<file path="src/rtl/spi_mem_arbiter.sv">
// rtl/spi_mem_arbiter.sv - fetch/data port arbiter onto a shared SPI flash/PSRAM bus
// Optional macro SPI_ARB_DATA_PRIORITY_EN: data port wins every tie instead of round-robin.
module spi_mem_arbiter (
    input  logic        clk_in,
    input  logic        reset_in,
    input  logic        fetch_req_in,
    input  logic [23:0] fetch_addr_in,
    output logic        fetch_ready_out,
    output logic [7:0]  fetch_data_out,
    input  logic        data_req_in,
    input  logic        data_we_in,
    input  logic [23:0] data_addr_in,
    input  logic [7:0]  data_wdata_in,
    output logic        data_ready_out,
    output logic [7:0]  data_rdata_out,
    output logic        sclk_out,
    output logic        flash_cs_out,
    output logic        psram_cs_out,
    output logic        mosi_out,
    input  logic        miso_in,
    output logic        busy_out
);

    typedef enum logic [1:0] {IDLE, CS_SETUP, SHIFT, DONE} state_t;

    state_t      state, state_next;
    logic [6:0]  cnt;
    logic        grant_data;
    logic        last_grant_data;
    logic        op_we;
    logic        tgt_psram;
    logic [39:0] frame;
    logic [7:0]  rx_shift;
    logic        pick_data;
    logic        cs_active;
    logic [5:0]  bit_idx;

    always_comb begin
        pick_data = 1'b0;
        if (data_req_in && !fetch_req_in) begin
            pick_data = 1'b1;
        end else if (data_req_in && fetch_req_in) begin
`ifdef SPI_ARB_DATA_PRIORITY_EN
            pick_data = 1'b1;
`else
            pick_data = !last_grant_data;
`endif
        end
    end

    always_comb begin
        state_next = state;
        case (state)
            IDLE: begin
                if (fetch_req_in || data_req_in) begin
                    // Flash writes are not supported on the bus; complete them without a transfer.
                    if (pick_data && data_we_in && !data_addr_in[23])
                        state_next = DONE;
                    else
                        state_next = CS_SETUP;
                end
            end
            CS_SETUP: state_next = SHIFT;
            SHIFT:    if (cnt == 7'd79) state_next = DONE;
            DONE:     state_next = IDLE;
            default:  state_next = IDLE;
        endcase
    end

    always_comb begin
        cs_active       = (state == CS_SETUP) || (state == SHIFT);
        bit_idx         = 6'd39 - {1'b0, cnt[6:2], cnt[1]};
        flash_cs_out    = !(cs_active && !tgt_psram);
        psram_cs_out    = !(cs_active && tgt_psram);
        sclk_out        = (state == SHIFT) && cnt[0];
        mosi_out        = cs_active ? frame[bit_idx] : 1'b0;
        fetch_ready_out = (state == DONE) && !grant_data;
        data_ready_out  = (state == DONE) && grant_data;
        busy_out        = (state != IDLE);
    end

    always_ff @(posedge clk_in) begin
        if (reset_in) begin
            state           <= IDLE;
            cnt             <= 7'd0;
            grant_data      <= 1'b0;
            last_grant_data <= 1'b1;
            op_we           <= 1'b0;
            tgt_psram       <= 1'b0;
            frame           <= 40'd0;
            rx_shift        <= 8'd0;
            fetch_data_out  <= 8'd0;
            data_rdata_out  <= 8'd0;
        end else begin
            state <= state_next;
            case (state)
                IDLE: begin
                    if (fetch_req_in || data_req_in) begin
                        grant_data      <= pick_data;
                        last_grant_data <= pick_data;
                        cnt             <= 7'd0;
                        rx_shift        <= 8'd0;
                        if (pick_data) begin
                            op_we     <= data_we_in;
                            tgt_psram <= data_addr_in[23];
                            frame     <= {data_we_in ? 8'h02 : 8'h03, data_addr_in,
                                          data_we_in ? data_wdata_in : 8'h00};
                        end else begin
                            op_we     <= 1'b0;
                            tgt_psram <= 1'b0;
                            frame     <= {8'h03, fetch_addr_in, 8'h00};
                        end
                    end
                end
                SHIFT: begin
                    cnt <= cnt + 7'd1;
                    // Data bits occupy counts 64..79; the odd counts are the SCLK-high halves.
                    if (cnt[0] && cnt >= 7'd64)
                        rx_shift <= {rx_shift[6:0], miso_in};
                    if (cnt == 7'd79 && !op_we) begin
                        if (grant_data)
                            data_rdata_out <= {rx_shift[6:0], miso_in};
                        else
                            fetch_data_out <= {rx_shift[6:0], miso_in};
                    end
                end
                default: ;
            endcase
        end
    end

endmodule

</file>
<file path="config.mk">
export PLATFORM = sky130hd
export DESIGN_NAME = spi_mem_arbiter
export DESIGN_NICKNAME = d
export VERILOG_FILES = /design/src/rtl/spi_mem_arbiter.sv
export SDC_FILE = /design/constraint.sdc
export NUM_CORES = 1
export LEC_CHECK = 0
export CORE_ASPECT_RATIO = 0.5
export CORE_MARGIN = 2
export CORE_UTILIZATION = 44
export CTS_CLUSTER_SIZE = 14
export DETAILED_ROUTE_END_ITERATION = 10
export MAX_ROUTING_LAYER = met4
export PLACE_DENSITY = 0.83
export SYNTH_ARGS = -nofsm -noshare
export SYNTH_HDL_FRONTEND = slang
export SYNTH_SLANG_ARGS = --single-unit
</file>
<file path="constraint.sdc">
create_clock -name clk_in -period 1.9 [get_ports clk_in]
set_input_delay 0.19 -clock clk_in [delete_from_list [all_inputs] [get_ports clk_in]]
set_output_delay 0.19 -clock clk_in [all_outputs]
set_load 0.01 [all_outputs]
</file>
After elaboration in Yosys (flattened, before gate mapping). Cells that the tools add are included.

Register bits: 76. Input port bits: 62. Output and inout port bits: 23. Word-level logic and storage cells: 71.

Multiplexer cells: 19. Reductions and logical operators: 30. Bitwise gates (word level): 1. $add $sub $neg: 2. Equal/unequal tests: 7. Order comparisons: 2.

Operators with widths (number): $mux W33 (1); $pmux W7 S2 (2); $mux W7 (3); $logic_and A1 B1 Y1 (11); $reduce_and A3 Y1 (3); $logic_not A1 Y1 (8); $mux W8 (1); $pmux W2 S4 (1); $add A7 B1 Y7 const B (1); $eq A7 B7 Y1 const B (1); $ge A7 B7 Y1 const B (1); $lt A6 B7 Y1 const B (1); $mux W1 (7); $bmux W1 S6 (1); $mux W2 (3); $reduce_and A2 Y1 (3); $sub A6 B6 Y6 const A (1); $eq A2 B2 Y1 const B (2); $ne A2 B2 Y1 const B (2); $reduce_bool A2 Y1 (2); $eq A2 B1 Y1 const B (1); $logic_not A2 Y1 (1); $logic_or A1 B1 Y1 (2); $ne A2 B1 Y1 const B (1); $not A1 Y1 (1).

Depth between registers and ports, before layout.
Depth after elaboration: 8. Depth in mapped cells: 9. Depth with buffers taken out: 7.

Worst setup path after synthesis. OpenSTA, ideal clock, no wires.

Path kind: flip-flop to output port. Start: register cnt[4]. End: output mosi_out. Path slack: 0.006 ns. Required time: 1.710 ns. Stages on the path, launching flop included: 7. Data arrival time: 1.704 ns. Buffers on the path: 1. Cells stage by stage: dfxtp_1 clkbuf_1 inv_1 ha_1 o41ai_1 nand2_1 nor4_2.

Cells in the longest elaborated chain, start to end: 4.

RTL lines: from (decl) (RTL line 27) `logic [6:0] cnt;`; from (signal assigned) (RTL line 116) `cnt <= cnt + 7'd1;`; $sub A6 B6 Y6 (RTL line 72) `bit_idx = 6'd39 - {1'b0, cnt[6:2], cnt[1]};`; $bmux W1 S6 (RTL line 76) `mosi_out = cs_active ? frame[bit_idx] : 1'b0;`; $mux W1 (implied by the code) (RTL line 76); $mux W1 (RTL line 76); to (decl) (RTL line 19) `output logic mosi_out,`.

No other way between the ends. The select of a mux whose other input is x is not followed.

Worst setup path after layout. Ends and elaborated chain as after synthesis.

==> impl.org <==
** Global routing
- Busiest layer in global routing :: met2
- The first global-routing pass estimated 13.7 mm of wire.
- In the global route stage, met3 resource usage came out at 5.28%.
- Entering global routing, the biggest net connects 52 pins.
- The via count of the first global-routing pass came to 2762.
- The number of antenna violations at the first check in global routing came to 0.
- Total overflow reported by the global router :: 0
- For this run, global-route usage on met1 was measured as 27.7%.
- Routing usage on met2 :: 34.2%
- For this run, the total global-route usage over all layers was measured as 22.1%.

** Placed design
- Port Buf Inserts :: 84
- Routability-driven placement finished with a final weighted congestion of 0.822.
- After legalization and detailed placement, the total HPWL measured 5.31 mm.
- Instance area at placement :: 4380 um^2

** Clock network
- Clk slew on worst S/H paths :: 0.06 ns
- Total clock sinks :: 70
- In this run the deepest clock path goes through 2 buffers.
- In this run, CTS created clock tree buffers numbering 9.
- Number of hold buffers added after CTS :: 0
- Clk_lat worst skew :: 0.33 ns
- TritonCTS built the clock tree.
- In this run the number of H-tree levels came out at 3.
- Clock tree synthesis selected as its root buffer the cell clkbuf_16.

** STA
- Hold Slack :: 0.355 ns
- Final count of negative-setup-slack endpoints :: 1
- Unrepaired setup endpoints after global routing :: yes
- Min cycle time layout :: 2.12 ns
- Remaining max-slew budget at the tightest pin :: 59.6%
- Final Skew :: 0.00533 ns
- Top achievable clock speed :: 0.471 GHz
- Setup ws final :: -0.224 ns
- Max Transition Viols Final :: 0
- The worst path uses 112% of the clock period.
- Number of hold violations in the final report :: 0
- Worst-margin pin slew :: 0.606 ns
- After routing, the total negative slack on setup checks comes to -0.224 ns.

** Synth
- The number of nets in the synthesized netlist is 406.
- Leading register cell type out of synthesis :: dfxtp_1
- In this run, synthesis inferred 0 flip-flops with an integrated enable.
- For this run, asynchronously set or reset flops after synthesis account for 0%.
- In this run, synthesis produced a sequential element count of 70.
- The Yosys step of the flow raised 0 warnings.
- The share of synthesized area in the top cell type comes to 43.3%.
- Yosys attributes the largest share of cell area to dfxtp_1 (43%), mux2i_1 (15%), nor2_1 (8.3%).
- The cell area that synthesis handed to floorplanning was 3240 um^2.
- Mapped Cells :: 336
- Of all cell types, the one taking the most synthesized area is dfxtp_1.
- Syn Area/Cell :: 9.64 um^2
- Fraction of the yosys area taken by sequential cells :: 43.3%
- The netlist uses 39 different library cells.

** Setup path
- Launch point of the critical path :: cnt[4]$_SDFFE_PP0P_
- For this run, the slowest stage of the critical path takes 0.33 ns.
- R2r setup slk :: 0.09 ns
- Arrival time at the worst endpoint :: 1.93 ns
- The setup path with the least slack is of type flip-flop to primary output.
- On the critical path, the stage with the largest delay is an instance of dfxtp_2.
- The worst register-to-register path begins at state[0]$_SDFFE_PP0P_.
- Maximum net fanout on the critical path :: 3
- Walking the worst path, the cells encountered are inv_2 > ha_4 > ha_4 > nor2_2 > a32o_2 > nor4_2 > buf_2.
- Bufs and invs on worst path :: 2
- Cell with the most instances on the worst path :: ha_4
- Required arrival time at the worst endpoint :: 1.71 ns
- STA classifies the critical path endpoint as a primary output.
- Top cell family by delay on the critical path :: adder cells
- Nature of the critical path startpoint :: flip-flop

** Cells and area
- Post-route cell area :: 4810 um^2
- Share of final-layout standard cells stronger than drive strength 1 :: 17.8%
- ANT cells :: 0
- Final core area utilization :: 66.4%
- Reg area :: 1410 um^2
- Multi-input gate area :: 1790 um^2
- Number of fillers in the final layout :: 565
- Relative area change from synthesis to final layout :: 48.4%
- After the last flow step, the layout net total stands at 509.

** Power
- In this run the power spent charging and discharging nets is 1.69 mW.
- Part of the total power dissipated in the clock network :: 31.3%
- Power density relative to cell area :: 1110 nW/um^2
- Int Pwr :: 3.65 mW
- The completed layout was analyzed and its total power is 5.33 mW.
- Sequential power share :: 36.0%
- Summed over all cells, the static leakage comes to 1.89 nW.
- The share of total power dissipated in combinational logic is 32.8%.
- Worst voltage drop across the vdd grid :: 0.588 mV
- In this run switching power makes up 31.7% of total power.

** Detailed routing
- For this block, the via count after detailed routing is 2822.
- Iteration-0 DRC Markers :: 170
- In the routed design, unresolved DRC markers number 0.
- For this run, the detailed router's first-pass iteration total came to 5.
- The final layout contains routed wiring with a total length of 8.03 mm.
- After detailed routing, the average wire length per cell comes to 14.9 um.
- Remaining antenna violation count :: 0
- Using the TritonRoute via totals, the vias-per-cell ratio works out to 5.23.

** Die
- Effective utilization at floorplan :: 44.7%
- 85 I/O pins were placed.
- Std-Cell Rows :: 22
- The region available for standard cell placement spans 7240 um^2.
- The die covers 8110 um^2.
- The die is 125 um wide.
- Die Span Y :: 64.7 um

** Hold path
- The startpoint identified for the worst hold timing path is reset_in.
- The min-delay analysis places its worst path in the category input pin to flip-flop.

** Outcome
- Violated checks :: setup timing
- Run status :: finished, violations left

** Run
- Total of max-cap violations :: 0
## per-layer routing
metal	up-vias	share of wire [%]
met4	0	2.7
li1	1412	-
met3	18	4.1
met5	-	0
met2	83	47
met1	1309	46
## cells in the final DEF, fill, tap and decap left out, types with 3 or more instances in the layout
| master | count |
|---|---|
| a22oi_1 | 16 |
| dlygate4sd2_1 | 4 |
| dfxtp_2 | 3 |
| a21oi_1 | 6 |
| nand3_1 | 3 |
| nand2_1 | 9 |
| buf_6 | 4 |
| clkbuf_16 | 9 |
| buf_4 | 22 |
| buf_12 | 5 |
| ha_4 | 3 |
| clkinv_2 | 3 |
| dfxtp_1 | 66 |
| xnor2_1 | 4 |
| nor3_1 | 5 |
| clkdlybuf4s50_1 | 77 |
| ha_1 | 4 |
| nor3b_1 | 3 |
| nor2_1 | 69 |
| mux4_2 | 7 |
| a211oi_1 | 24 |
| mux2i_1 | 47 |
| inv_1 | 6 |
## power groups by stage
stage	combinational, mW	clock [mW]	sequential, mW
floorplan	1.06	0	1.89
finish	1.75	1.67	1.92
global route	1.95	1.78	1.95
global placement	1.69	0	1.92
CTS	1.72	1.69	1.92
detailed placement	1.72	0	1.94
## cell families (layout without fill, tap and decap cells)
logic type / count (synthesis) / count (layout) / synth area share [%]
mux: 54 / 54 / 19.4
xor+xnor: 4 / 4 / 1.08
flops: 70 / 70 / 43.3
compound gates: 56 / 56 / 12.6
fa+ha+maj: 8 / 8 / 3.09
simple gates: 112 / 112 / 16.5
buf+inv: 32 / 140 / 4.13
## synthesized netlist by cell type (2+ instances only)
| library cell | count |
|---|---|
| nor2_1 | 72 |
| dfxtp_1 | 70 |
| mux2i_1 | 47 |
| a211oi_1 | 24 |
| clkbuf_1 | 18 |
| a22oi_1 | 16 |
| nand2_1 | 9 |
| ha_1 | 8 |
| inv_1 | 8 |
| mux4_2 | 7 |
| a21oi_1 | 6 |
| nor3_1 | 6 |
| buf_2 | 5 |
| xnor2_1 | 4 |
| nand3_1 | 3 |
| nor3b_1 | 3 |
| and2_1 | 2 |
| and4b_1 | 2 |
| nand2b_1 | 2 |
| nor2b_1 | 2 |
| nor4b_1 | 2 |
| o21ai_0 | 2 |
| or2_2 | 2 |
## repair_timing
action	CTS	global route
gates resized for setup	30	7
pin swaps	5	2
cloned	0	0
endpoints found under the hold margin	0	0
buffers inserted	5	1
setup endpoints to repair	22	19
## path summary, 6_finish.rpt
kind | endpoint | cells past startpoint
max | mosi_out | 7
min | data_rdata_out[1]$_SDFFE_PP0P_ | 2
max reg2reg | cnt[3]$_SDFFE_PP0P_ | 7
min reg2reg | tgt_psram$_SDFFE_PP0P_ | 2
## state kept, by name, summed over array words and instances, names as in the netlist
name / cells
data_rdata_out: 8
cnt: 7
frame: 34
last_grant_data: 1
grant_data: 1
state: 2
op_we: 1
tgt_psram: 1
rx_shift: 7
fetch_data_out: 8
## worst register-to-register path: stages, from the launching register on
cell and delay, ns:
dfxtp_1 0.33, inv_1 0.07, ha_1 0.21, nor3b_1 0.17
buf_4 0.18, nor4b_1 0.41, xnor2_1 0.21, nor2_1 0.09
## layout make-up
| type | instances | area share [%] |
|---|---|---|
| Multi-Input combinational cell | 234 | 37.3 |
| Sequential cell | 70 | 29.3 |
| Timing Repair Buffer | 116 | 24.0 |
| Clock buffer | 12 | 5.33 |
| Tap cell | 96 | 2.50 |
| Clock inverter | 4 | 0.937 |
| Inverter | 8 | 0.625 |
## metrics by stage
step                instances  setup WS [ns]
finish                    540         -0.224
global route              540         -0.266
CTS                       540         -0.201
detailed placement        520         -0.392
global placement          520         -0.384
floorplan                 336        0.00599
No activity file was read; power rests on OpenSTA's default activity.
==> edit 1, RTL diff (config.mk and constraints unchanged) <==
Re-encode `state_t` (4 states) as one-hot, 4 bits wide.
--- a/src/rtl/spi_mem_arbiter.sv
+++ b/src/rtl/spi_mem_arbiter.sv
@@ -22,5 +22,5 @@
 );
 
-    typedef enum logic [1:0] {IDLE, CS_SETUP, SHIFT, DONE} state_t;
+    typedef enum logic [3:0] {IDLE = 4'b0001, CS_SETUP = 4'b0010, SHIFT = 4'b0100, DONE = 4'b1000} state_t;
 
     state_t      state, state_next;
Behaviour: no difference found for any inputs over 10 cycles, from zero or initial values and one cycle with reset_in high; not proved beyond that.
==> edit 1 against the original RTL <==
The flow still finishes with violations (negative setup slack). Core utilization up 0.24 points. Design area up 1.1%. Wire length up 8.9%. Area after synthesis up 2.0%. Highest routed layer unchanged. Clock skew up 0.0035 ns. Worst hold slack better by 0.042 ns. Global-route usage down 0.24 points. Sequential cell count up 2. Setup slack worse by 0.12 ns. Via count up 6.7%.
Power is not compared: it rests on default switching activity, and its combinational part moved more than twofold at a synthesized area within 25%.
==> edit 1: results (changes against the original RTL) <==
Top post-synthesis cells by count: dfxtp_1 (72), nor2_1 (64), mux2i_1 (45)
Metal3 WL: 423 µm (+28%)
Vias per inst: 5.33 (+2.0%)
Fin nets: 530 (+4.1%)
Vias in the first global route: 2892 (+4.7%)
Clock tree skew after final layout: 0.00884 ns (+0.00351 ns)
Failing checks: negative setup slack
Met3 usage: 0.0513 (-0.00155)
Initial antenna violation count: 0 (unchanged)
Max_slew headroom: 0.524 (-0.0720)
Layout cell share with drive strength beyond 1: 0.175 (-0.00309)
Setup WS post-layout: -0.339 ns (-0.115 ns)
Met1 wire length: 3910 µm (+6.3%)
WL per Instance: 15.5 µm (+4.0%)
CP Launch Point: cnt[1]
Largest cells by area after synthesis: dfxtp_1 (44%), mux2i_1 (14%), nor2_1 (7.3%)
Hold Crit Class: primary input to flop
Setup TNS: -0.347 ns (-0.123 ns)
GR Layer Usage met1: 0.265 (-0.0122)
Max Root-Sink Buffers: 2 (unchanged)
Placed cell count: 543 (+4.4%)
Fillers: 561 (-0.71%)
Crit path max fanout: 5 (+2)
Status: finished, violations left
Sequential-to-total area share from yosys stat: 0.436 (+0.00343)
First-pass GRT wire length: 14000 µm (+2.0%)
Nets in the synthesized netlist: 422 (+3.9%)
Worst Path Arrival: 2.05 ns (+0.12 ns)
Num CTS Buffers: 9 (unchanged)
Grt met2 use: 0.362 (+0.0199)
Overall Global Routing Usage: 0.218 (-0.00238)
Ant diodes: 0 (unchanged)
VDD IR max: 0.443 mV
Initial DRC count: 214 (+26%)
Routability-driven placement congestion ratio: 0.823 (about the same)
Met2 routed WL: 4280 µm (+12%)
Synth unique cells: 40 (+2.6%)
Final setup vio count: 3 (+2)
Final HPWL DP: 5760 µm (+8.5%)
## edit 1: changes by cell type after synthesis, sizes merged, moves of 4 or more
cell	delta
a31oi	+4
buf	+5
nor2	-7
o21ai	+4
nand3	+9
a21oi	+14
ha	-4
nand2	+11
a22oi	-7
## edit 1: what timing repair did
item,in CTS,in global routing
gates resized for setup,26,5
pin swaps,7,5
setup buffers,6,2
setup endpoints to repair,23,43
gates cloned,0,1
## edit 1: layout make-up
cell class,instances,area share
timing repair buffer,125,0.246
sequential,72,0.297
multi-input combinational,250,0.368
clock inverter,2,0.00257
tap,96,0.0247
clock buffer,14,0.0564
inverter,6,0.00463
## edit 1: path summary, 6_finish.rpt
path,to,slack (ns),cells after the start
max,mosi_out,-0.34,7
min reg2reg,tgt_psram,0.48,2
min,fetch_data_out[5],0.40,2
max reg2reg,data_rdata_out[1],-0.01,8
## edit 1: through the flow
step                      area (µm²)  utilization  setup WS (ns)  hold WS (ns)
after floorplan                 3310            -        0.00480         0.309
after global placement          4450        0.610         -0.270         0.454
after detailed placement        4450        0.610         -0.350         0.473
after CTS                       4830        0.662         -0.425         0.385
after global routing            4860        0.667         -0.382         0.431
final                           4860        0.667         -0.339         0.397
## edit 1: critical path: stages, from the launching register on
cell     delay [ns]
dfxtp_2        0.33
buf_6          0.12
mux2i_1        0.21
nor3_1         0.06
or4_4          0.54
a31oi_4        0.16
a31oi_1        0.12
buf_2          0.16
## edit 1: kinds of logic (layout without fill, tap and decap cells)
logic type                 Yosys count  after routing  synth area share
DFF                                 72             72             0.436
adders and majority gates            4              4            0.0151
xor gates and xnor gates             1              1           0.00265
muxes                               52             52             0.181
AOI/OAI and AO/OA                   72             72             0.143
buffers and inverters               34            147            0.0439
and+or+nand+nor                    121            121             0.179
==> edit 2, RTL diff (same settings) <==
Made on the original files. Add a define of `SPI_ARB_DATA_PRIORITY_EN`.
--- a/src/rtl/spi_mem_arbiter.sv
+++ b/src/rtl/spi_mem_arbiter.sv
@@ -1,4 +1,6 @@
 // rtl/spi_mem_arbiter.sv - fetch/data port arbiter onto a shared SPI flash/PSRAM bus
 // Optional macro SPI_ARB_DATA_PRIORITY_EN: data port wins every tie instead of round-robin.
+`define SPI_ARB_DATA_PRIORITY_EN
+
 module spi_mem_arbiter (
     input  logic        clk_in,
Formal check against the unedited RTL: not equivalent (a bounded check fails within 4 cycles, from zero or initial values and one cycle with reset_in high).
==> edit 2 against the original RTL <==
The run still ends with negative setup slack left. Setup slack improved by 0.12 ns. First-iteration DRC count decreased by 24%. Area after synthesis decreased by 1.0%. Sequential share of layout area increased by 0.28 points. Via count decreased by 1.5%. Power decreased by 5.9%. Wire length decreased by 2.5%. Design area decreased by 2.3%. Sequential cell count decreased by 1. Core utilization increased by 2.1 points. Critical path type unchanged. Largest cell class unchanged. Largest power group unchanged.
==> edit 2: results (changes against the original RTL) <==
Setup WS post-layout: -0.107 ns (+0.117 ns)
Top post-synthesis cells by count: nor2_1 (73), dfxtp_1 (69), mux2i_1 (42)
Clock latency on the worst-skew pair: 0.34 ns
RR Startpoint: state[0]
FF+latch area: 1390 µm² (-1.4%)
Clk slew on worst S/H paths: 0.05 ns
Hold_sp: reset_in
Overall Global Routing Usage: 0.217 (-0.00382)
Worst path max stage delay: 0.50 ns (+0.17 ns)
Max Root-Sink Buffers: 2 (unchanged)
Via count: 2779 (-1.5%)
VDD IR max: 0.658 mV (+12%)
Clock root cell: clkbuf_16
Final setup vio count: 1 (unchanged)
Largest cells by area after synthesis: dfxtp_1 (43%), mux2i_1 (13%), nor2_1 (8.5%)
Max-cap violations: 0 (unchanged)
Num CTS Buffers: 9 (unchanged)
Area after DPL: 4310 µm² (-1.8%)
Nets in the synthesized netlist: 406 (unchanged)
Worst Path Arrival: 1.82 ns (-0.11 ns)
R2R setup slack: 0.11 ns (+0.02 ns)
Port Buffer Count: 84 (unchanged)
Switch Pwr: 1.55 mW (-8.4%)
Fillers: 518 (-8.3%)
Worst reg2reg path depth: 8 (+1)
Detailed Routing Iterations Pass 1: 4 (-1)
H-tree levels: 3 (unchanged)
Hold Crit Class: primary input to flop
Asr flop ratio synth: 0 (unchanged)
Hold path depth: 2 (unchanged)
Syn_area_per_cell: 9.54 µm² (-1.0%)
Fin nets: 508 (-0.20%)
Placed cell count: 518 (-0.38%)
Slowest CP cell: mux4_2
Routability-driven placement congestion ratio: 0.858 (+4.4%)
First-pass GRT wire length: 13200 µm (-4.1%)
Final HPWL DP: 5680 µm (+7.0%)
Failing checks: negative setup slack
Setup TNS: -0.107 ns (+0.117 ns)
Vias per inst: 5.19 (-0.60%)
Largest regs: frame (34), data_rdata_out (8), fetch_data_out (8)
P_leak: 1.88 nW (-0.34%)
Ys Warns: 0 (unchanged)
Max_slew headroom: 0.674 (+0.0778)
Ant diodes: 0 (unchanged)
Vias in the first global route: 2664 (-3.5%)
Status: finished, violations left
WL final: 7830 µm (-2.5%)
Synth unique cells: 39 (unchanged)
Initial antenna violation count: 0 (unchanged)
Largest net degree at the start of global routing: 34 (-35%)
Crit path max fanout: 4 (+1)
Clock tree skew after final layout: 0.00827 ns (+0.00294 ns)
Sequential-to-total area share from yosys stat: 0.431 (-0.00185)
Initial DRC count: 129 (-24%)
CP Launch Point: cnt[2]
Layout cell share with drive strength beyond 1: 0.176 (-0.00186)
[edit 2: layout make-up]
| cell class | count | share of cell area |
|---|---|---|
| inverter | 8 | 0.00639 |
| timing repair buffer | 117 | 0.235 |
| clock inverter | 6 | 0.0133 |
| multi-input combinational | 233 | 0.374 |
| tap | 92 | 0.0245 |
| clock buffer | 10 | 0.0509 |
| sequential | 69 | 0.296 |
[edit 2: critical path, delay by kind of cell (launching register included)]
kind                   cells  cell delay (ns)
muxes                      1             0.50
DFF                        1             0.36
AOI/OAI and AO/OA          3             0.37
buffers and inverters      2             0.25
[edit 2: routing by layer]
metal  vias up  global-route usage  routed length (µm)
li1       1410                   -                   -
met1      1277               0.277                3640
met2        79               0.319                3590
met3        13              0.0720                 451
met4         0              0.0871                 156
met5         -                   -                   0
[edit 2: timing repair]
item | in CTS | in global routing
setup endpoints to repair | 12 | 16
setup buffers | 0 | 1
gates resized for setup | 15 | 13
pin swaps | 4 | 5
gates cloned | 0 | 0
[edit 2: logic make-up (layout without fill, tap and decap cells)]
kind of cell,Yosys count,count (layout),synth area share
fa+ha+maj,8,8,0.0312
compound gates,57,57,0.130
buf+inv,34,141,0.0468
xor+xnor,4,4,0.0109
mux,50,50,0.184
flops,69,69,0.431
simple gates,114,114,0.167
[edit 2: power groups by stage]
stage,clock (mW),sequential (mW),combinational (mW)
global route,1.77,1.85,1.69
global placement,0,1.84,1.40
detailed placement,0,1.85,1.44
CTS,1.71,1.82,1.45
floorplan,0,1.80,0.874
finish,1.68,1.82,1.52
[edit 2: final timing paths]
path,to
worst min-delay path,frame[0]
worst min register to register,fetch_data_out[0]
worst max-delay path,mosi_out
worst max register to register,data_rdata_out[4]
[edit 2: metrics by stage]
step	hold slack (ns)	setup WS (ns)	power (mW)
floorplan	0.334	0.0237	2.67
global placement	0.451	-0.245	3.25
detailed placement	0.469	-0.271	3.29
CTS	0.143	-0.129	4.98
global route	0.170	-0.174	5.31
finish	0.157	-0.107	5.02
